### src/rtl/ct_mmu_sysmap_arb.sv
// Sysmap lookup front-end: round-robin PTW/JTLB arbiter, registered page number
// to the sysmap comparators, and a one-entry response buffer for the flag/hit result.
module ct_mmu_sysmap_arb #(
    parameter int unsigned PA_WIDTH  = 40,
    parameter int unsigned FLG_WIDTH = 5,
    parameter int unsigned ENTRY_NUM = 8
) (
    input  logic                   forever_cpuclk,
    input  logic                   cpurst,
    input  logic                   ptw_sysmap_req_vld,
    input  logic [PA_WIDTH-13:0]   ptw_sysmap_req_pa,
    output logic                   ptw_sysmap_req_rdy,
    input  logic                   jtlb_sysmap_req_vld,
    input  logic [PA_WIDTH-13:0]   jtlb_sysmap_req_pa,
    output logic                   jtlb_sysmap_req_rdy,
    output logic [PA_WIDTH-13:0]   mmu_sysmap_pa_y,
    input  logic [FLG_WIDTH-1:0]   sysmap_mmu_flg_y,
    input  logic [ENTRY_NUM-1:0]   sysmap_mmu_hit_y,
    input  logic                   sysmap_flush,
    output logic                   sysmap_rsp_vld,
    input  logic                   sysmap_rsp_rdy,
    output logic                   sysmap_rsp_id,
    output logic [FLG_WIDTH-1:0]   sysmap_rsp_flg,
    output logic [2:0]             sysmap_rsp_hit_idx,
    output logic                   sysmap_rsp_miss
);

    localparam int unsigned PPN_W = PA_WIDTH - 12;
    localparam int unsigned IDX_W = 3;

    typedef enum logic [1:0] {
        IDLE   = 2'd0,
        LOOKUP = 2'd1,
        RESP   = 2'd2
    } state_t;

    state_t             r_state;
    logic               r_rr_ptr;
    logic               r_req_id;

    logic               w_grant_ok;
    logic               w_pick_jtlb;
    logic               w_ptw_gnt;
    logic               w_jtlb_gnt;
    logic               w_gnt;
    logic               w_contest;
    logic [PPN_W-1:0]   w_gnt_pa;
    logic [IDX_W-1:0]   w_hit_idx;
    logic               w_miss;

    // A grant slot exists in IDLE, or in RESP when the buffered response drains this cycle.
    assign w_grant_ok  = !cpurst && !sysmap_flush &&
                         ((r_state == IDLE) || ((r_state == RESP) && sysmap_rsp_rdy));
    assign w_pick_jtlb = jtlb_sysmap_req_vld && (!ptw_sysmap_req_vld || r_rr_ptr);
    assign w_ptw_gnt   = w_grant_ok && ptw_sysmap_req_vld && !w_pick_jtlb;
    assign w_jtlb_gnt  = w_grant_ok && w_pick_jtlb;
    assign w_gnt       = w_ptw_gnt || w_jtlb_gnt;
    assign w_contest   = w_grant_ok && ptw_sysmap_req_vld && jtlb_sysmap_req_vld;
    assign w_gnt_pa    = w_pick_jtlb ? jtlb_sysmap_req_pa : ptw_sysmap_req_pa;

    assign ptw_sysmap_req_rdy  = w_ptw_gnt;
    assign jtlb_sysmap_req_rdy = w_jtlb_gnt;

    // Lowest set hit bit wins; scanning downward lets the lowest index overwrite last.
    always_comb begin
        w_hit_idx = '0;
        w_miss    = 1'b1;
        for (int i = int'(ENTRY_NUM) - 1; i >= 0; i--) begin
            if (sysmap_mmu_hit_y[i]) begin
                w_hit_idx = IDX_W'(i);
                w_miss    = 1'b0;
            end
        end
    end

    always_ff @(posedge forever_cpuclk) begin
        if (cpurst) begin
            r_state            <= IDLE;
            r_rr_ptr           <= 1'b0;
            r_req_id           <= 1'b0;
            mmu_sysmap_pa_y    <= '0;
            sysmap_rsp_vld     <= 1'b0;
            sysmap_rsp_id      <= 1'b0;
            sysmap_rsp_flg     <= '0;
            sysmap_rsp_hit_idx <= '0;
            sysmap_rsp_miss    <= 1'b0;
        end else begin
            if (w_contest) begin
                r_rr_ptr <= ~r_rr_ptr;
            end
            case (r_state)
                IDLE: begin
                    if (w_gnt) begin
                        mmu_sysmap_pa_y <= w_gnt_pa;
                        r_req_id        <= w_pick_jtlb;
                        r_state         <= LOOKUP;
                    end
                end
                LOOKUP: begin
                    if (sysmap_flush) begin
                        r_state <= IDLE;
                    end else begin
                        sysmap_rsp_vld     <= 1'b1;
                        sysmap_rsp_id      <= r_req_id;
                        sysmap_rsp_flg     <= sysmap_mmu_flg_y;
                        sysmap_rsp_hit_idx <= w_hit_idx;
                        sysmap_rsp_miss    <= w_miss;
                        r_state            <= RESP;
                    end
                end
                RESP: begin
                    // Flush drops the buffer; w_gnt is already suppressed under flush.
                    if (sysmap_flush || sysmap_rsp_rdy) begin
                        sysmap_rsp_vld <= 1'b0;
                        if (w_gnt) begin
                            mmu_sysmap_pa_y <= w_gnt_pa;
                            r_req_id        <= w_pick_jtlb;
                            r_state         <= LOOKUP;
                        end else begin
                            r_state <= IDLE;
                        end
                    end
                end
                default: begin
                    r_state <= IDLE;
                end
            endcase
        end
    end

endmodule

### config.mk
export PLATFORM = sky130hd
export DESIGN_NAME = ct_mmu_sysmap_arb
export DESIGN_NICKNAME = d
export VERILOG_FILES = /design/src/rtl/ct_mmu_sysmap_arb.sv
export SDC_FILE = /design/constraint.sdc
export NUM_CORES = 1
export LEC_CHECK = 0
export BUFFER_PORTS_ARGS = -buffer_cell sky130_fd_sc_hd__buf_2
export CORE_UTILIZATION = 40
export DETAILED_ROUTE_END_ITERATION = 7
export HOLD_SLACK_MARGIN = 0.12
export PLACE_DENSITY = 0.77
export SYNTH_ARGS = -nofsm -noshare
export SYNTH_HDL_FRONTEND = slang
export SYNTH_SLANG_ARGS = --single-unit
### constraint.sdc
create_clock -name forever_cpuclk -period 3 [get_ports forever_cpuclk]
set_input_delay 0.45 -clock forever_cpuclk [delete_from_list [all_inputs] [get_ports forever_cpuclk]]
set_output_delay 0.45 -clock forever_cpuclk [all_outputs]
set_load 0.05 [all_outputs]
After elaboration in Yosys (flattened, before gate mapping)
Cells that the tools add are included.
- equal/unequal tests: 5
- multiplexer cells: 31
- reductions and logical operators: 23
- bitwise operators: 2
- operator list (kind ; number):
    28-bit 2-to-1 mux ; 3
    28-bit case mux with 2 select lines ; 1
    3-bit 2-to-1 mux ; 8
    1-bit 2-to-1 mux ; 13
    1-bit logical AND ; 8
    2-bit 2-to-1 mux ; 3
    2-bit case mux with 3 select lines ; 1
    2-bit AND reduction ; 3
    1-bit zero test ; 4
    1-bit logical OR ; 4
    2-bit inequality test (second input constant) ; 2
    1-bit case mux with 2 select lines ; 2
    2-bit nonzero test ; 2
    3-bit AND reduction ; 1
    2-bit by 1-bit equality test with 1-bit output (second input constant) ; 1
    2-bit equality test (second input constant) ; 1
    2-bit zero test ; 1
    2-bit by 1-bit inequality test with 1-bit output (second input constant) ; 1
    1-bit inverter ; 2
- output and inout bits: 41
- bits of input ports: 75
- bits in registers: 43

Longest topological paths before layout
- word-level depth: 10
- gate-level depth with buffers: 7
- gate-level depth less buffers: 4

Worst setup path before layout
No wires, ideal clock.
- path type: input to output
- start point: in cpurst
- end point: out ptw_sysmap_req_rdy
- path buffers: 1
- required time: 2.550 ns
- arrival: 1.661 ns
- stages: 4
- path slack: 0.889 ns
- cell sequence: buf_6 -> nor3_4 -> nand3_1 -> a21oi_1
- cells in the longest elaborated chain, start to end: 5
- RTL lines (element ; line ; RTL):
    start, declared ; 9 ; input logic cpurst,
    1-bit zero test ; 52 ; assign w_grant_ok = !cpurst && !sysmap_flush &&
    1-bit logical AND (2 in series) ; 52 ;
    1-bit logical AND (2 in series) ; 55 ; assign w_ptw_gnt = w_grant_ok && ptw_sysmap_req_vld && !w_pick_jtlb;
    end, declared ; 12 ; output logic ptw_sysmap_req_rdy,
No other way between the ends.

Worst setup path in the final report
- start point: reg r_state[0]
- end point: out ptw_sysmap_req_rdy
- cells in the longest elaborated chain, start to end: 6
- elaborated cells on any way between the ends: 7
- classes of those cells: eq/ne: 1; reduce/logical: 6
- RTL lines (element ; line ; RTL):
    start, declared ; 37 ; state_t r_state;
    start signal, assigned ; 78 ; r_state <= IDLE;
    start signal, assigned ; 96 ; r_state <= LOOKUP;
    start signal, assigned ; 101 ; r_state <= IDLE;
    2-bit equality test ; 53 ; ((r_state == IDLE) || ((r_state == RESP) && sysmap_rsp_rdy));
    1-bit logical AND ; 53 ;
    1-bit logical OR (*) ; 53 ;
    1-bit logical AND (*) ; 52 ;
    1-bit logical AND (*) (2 in series) ; 55 ;
Mark *: on every way between the ends. The rest lies on a longest branch, timed or not.

==> impl_results.md <==
* Run status: finished clean
* Port bufs at between 100 and 150
* Pwr dens at roughly 480 nW/um^2
* Yosys reg bits at 43
* Vias in the first global route at about 1.7k
* DP Cell Count at approximately 370
* Post-cts sizing count at 0
* RSZ-0062 raised after global routing: no
* Worst Max-Slew Pin Slew at about 0.93 ns
* Sequential share of the synthesized area at between 40% and 50%
* Max-cap violation count at 0
* Total number of yosys warnings at 0
* Data required, critical path at ~2.6 ns
* Final period utilization at roughly two thirds
* Main combinational cell family by area after synthesis: compound AO/OA/AOI/OAI gates
* Drt total wl at ~4300 um
* Compound-Gate Fraction of Synth Area at 19.94%
* Rows at 25
* Worst VDD drop at 0.2223 mV
* DR WL/cell at approximately 11 um
* Crit. End Element: output port
* FF-to-FF setup slack at ~1.3 ns
* Ant. Diodes at 0
* Iter 0 DRT Violations at 52
* Crit-path max FO at 6
* # fillers at 460
* Setup TNS at 0 ns
* Max_slew headroom at ~38%
* Final hold violations at 0
* Fraction of layout cells with a size suffix above 1 at slightly below 50%
* Drt drc at 0
* Core area at between 4000 and 5000 um^2
* Critical Path AT at ~1.5 ns
* Syn Nets at 280
* Syn Std Cell Area at about 2000 um^2
* Yosys top cell area share at 42.73%
* Final Util at 55.66%
* H-tree depth at 2
* Post-route ant nets at 0
* Placed Area at 2580 um^2
* CTS Sinks at 43
* CP Class: flop to output port
* Initial antenna violation count at 0
* Root cell of the clock tree: clkbuf_8
* Adder-cell area share of the yosys netlist at 0%
* Drt via density at approximately 4.8
* Placer Congestion at 0.7394
* Ports at 116
* GRT Overall Usage at 16.78%
* CTS Buf Count at 5
* Final setup viols at 0
* Post-synthesis area per instance at slightly below 10 um^2
* Starting density of the core at 42.09%
* Chip width at between 70 and 80 um
* Total Nets Final at roughly 390
* Final HPWL DP at roughly 3200 um
* Final Skew at around 0.0048 ns
* Die area at around 5300 um^2
* Area contributors post-synth: dfxtp_1 43%, mux2i_1 14%, a211oi_2 6.8%
* CTS tree: yes
* Worst hold path type: input port to flop
* GRT overflow at 0
* Worst skew pair latency at 0.29 ns
* Unique masters post-synth at 36
* CTS clk-pin slew, worst paths at 0.08 ns
* Minimum clock period at between 1.5 and 2 ns
* Pin count of the biggest net entering global routing at 58
* Post-Syn Instances at ~210
* Slew Viols, Final at 0
* Hold buffer count at cts at 0
* Setup crit start: r_state[0]
* First-pass GRT wire length at 6941 um
* Height of the die at approximately 73 um
* Post-Synth XOR/XNOR Area at less than 1%
* Post-synthesis simple-gate area fraction at between 10% and 20%
* Post-synth top area cell: dfxtp_1
* DR vias at 1825
* Worst r2r src: r_state[0]
* Area delta synth->final at 32.24%
* Clock tree buffer depth at 2
* Layout Cells excl Fill at between 300 and 400
* CP Launch Type: flop
* Fmax at approximately 0.51 GHz
* Leak at ~1.3 nW
* Pre-antenna DRT Iters at 4
* Setup Fix Bufs, Post-CTS at 0
* Fin area at around 2700 um^2
* Multiplexer share of the synthesized area at roughly 14%
* HP Start: sysmap_mmu_flg_y[3]
* Worst hold slack at roughly 0.39 ns
[where the power goes]
| part | total, W | internal (W) | leakage, nW | switching (W) |
|---|---|---|---|---|
| logic | 0.000314 | 0.000110 | 0.914 | 0.000203 |
| clock network | 0.000344 | 0.000159 | 0.0477 | 0.000185 |
| registers | 0.000619 | 0.000601 | 0.351 | 0.0000176 |
| total | 0.00128 | 0.000871 | 1.31 | 0.000406 |
[registers in the layout, summed over array words and instances, names as in the netlist]
| register | count |
|---|---|
| mmu_sysmap_pa_y | 28 |
| sysmap_rsp_flg | 5 |
| sysmap_rsp_hit_idx | 3 |
| r_state | 2 |
| r_req_id | 1 |
| r_rr_ptr | 1 |
| sysmap_rsp_id | 1 |
| sysmap_rsp_miss | 1 |
| sysmap_rsp_vld | 1 |
[per-layer routing]
| layer | part of all wire, % | vias up | track usage (%) |
|---|---|---|---|
| li1 | - | 952 | - |
| met1 | 45 | 790 | 19.26 |
| met2 | 47 | 76 | 29.18 |
| met3 | 7.5 | 7 | 5.525 |
| met4 | 1.3 | 0 | 5.882 |
| met5 | 0 | - | 0 |
[cells in the final DEF, fill, tap and decap left out, types with 3 or more instances in the layout]
master	count
nor2_2	10
nand2_1	15
dfxtp_1	43
mux2i_1	28
clkbuf_8	5
buf_2	115
clkinv_2	3
a211oi_2	11
nor3_1	3
a21oi_1	11
buf_4	3
nor2_1	24
inv_1	3
a211oi_1	17
[synthesized netlist by cell type, drive strengths merged]
master   n
inv      3
a211oi  28
nand3    2
o41ai    1
nor4b    1
nor2b    1
nor2    34
a31o     1
o21bai   2
a21oi   11
mux2i   28
o21ai    2
buf     11
xor2     1
a22oi    1
nor3     4
nand4    1
nand2   15
nor4     2
a31oi    1
dfxtp   43
or3b     1
clkbuf   5
o31ai    1
mux2     1
nand2b   2
o211a    1
nor3b    1
[worst max-delay path, stage by stage, from the launching register on]
cell	delay (ns)
dfxtp_1	0.38
nor3_4	0.28
nand3_1	0.13
a21oi_1	0.13
buf_2	0.28
[through the flow]
stage	setup slack (ns)	total power, W
floorplan	0.8891	0.0008601
global route	0.9752	0.001343
global placement	1.176	0.0009427
CTS	1.033	0.001296
detailed placement	1.102	0.0009492
finish	1.054	0.001277
[worst paths after layout]
path | endpoint | cells past startpoint
max | ptw_sysmap_req_rdy | 4
max reg2reg | mmu_sysmap_pa_y[14] | 4
min reg2reg | sysmap_rsp_flg[2] | 2
min | sysmap_rsp_flg[3] | 3
[final cells by class]
type                       instances  area, um^2  share of cell area, %
clock inverter                     3       15.01                 0.5636
multi-input combinational        143        1026                  38.52
sequential                        43       860.8                  32.32
timing repair buffer             118       598.1                  22.45
clock buffer                       5       68.82                  2.583
tap                               67       83.83                  3.147
inverter                           3       11.26                 0.4227
[cell families after synthesis]
logic type	count (synthesis)
buffers and inverters	19
DFF	43
muxes	29
AOI/OAI and AO/OA	49
and+or+nand+nor	64
xor gates and xnor gates	1
(Power assumes the default switching activity.)
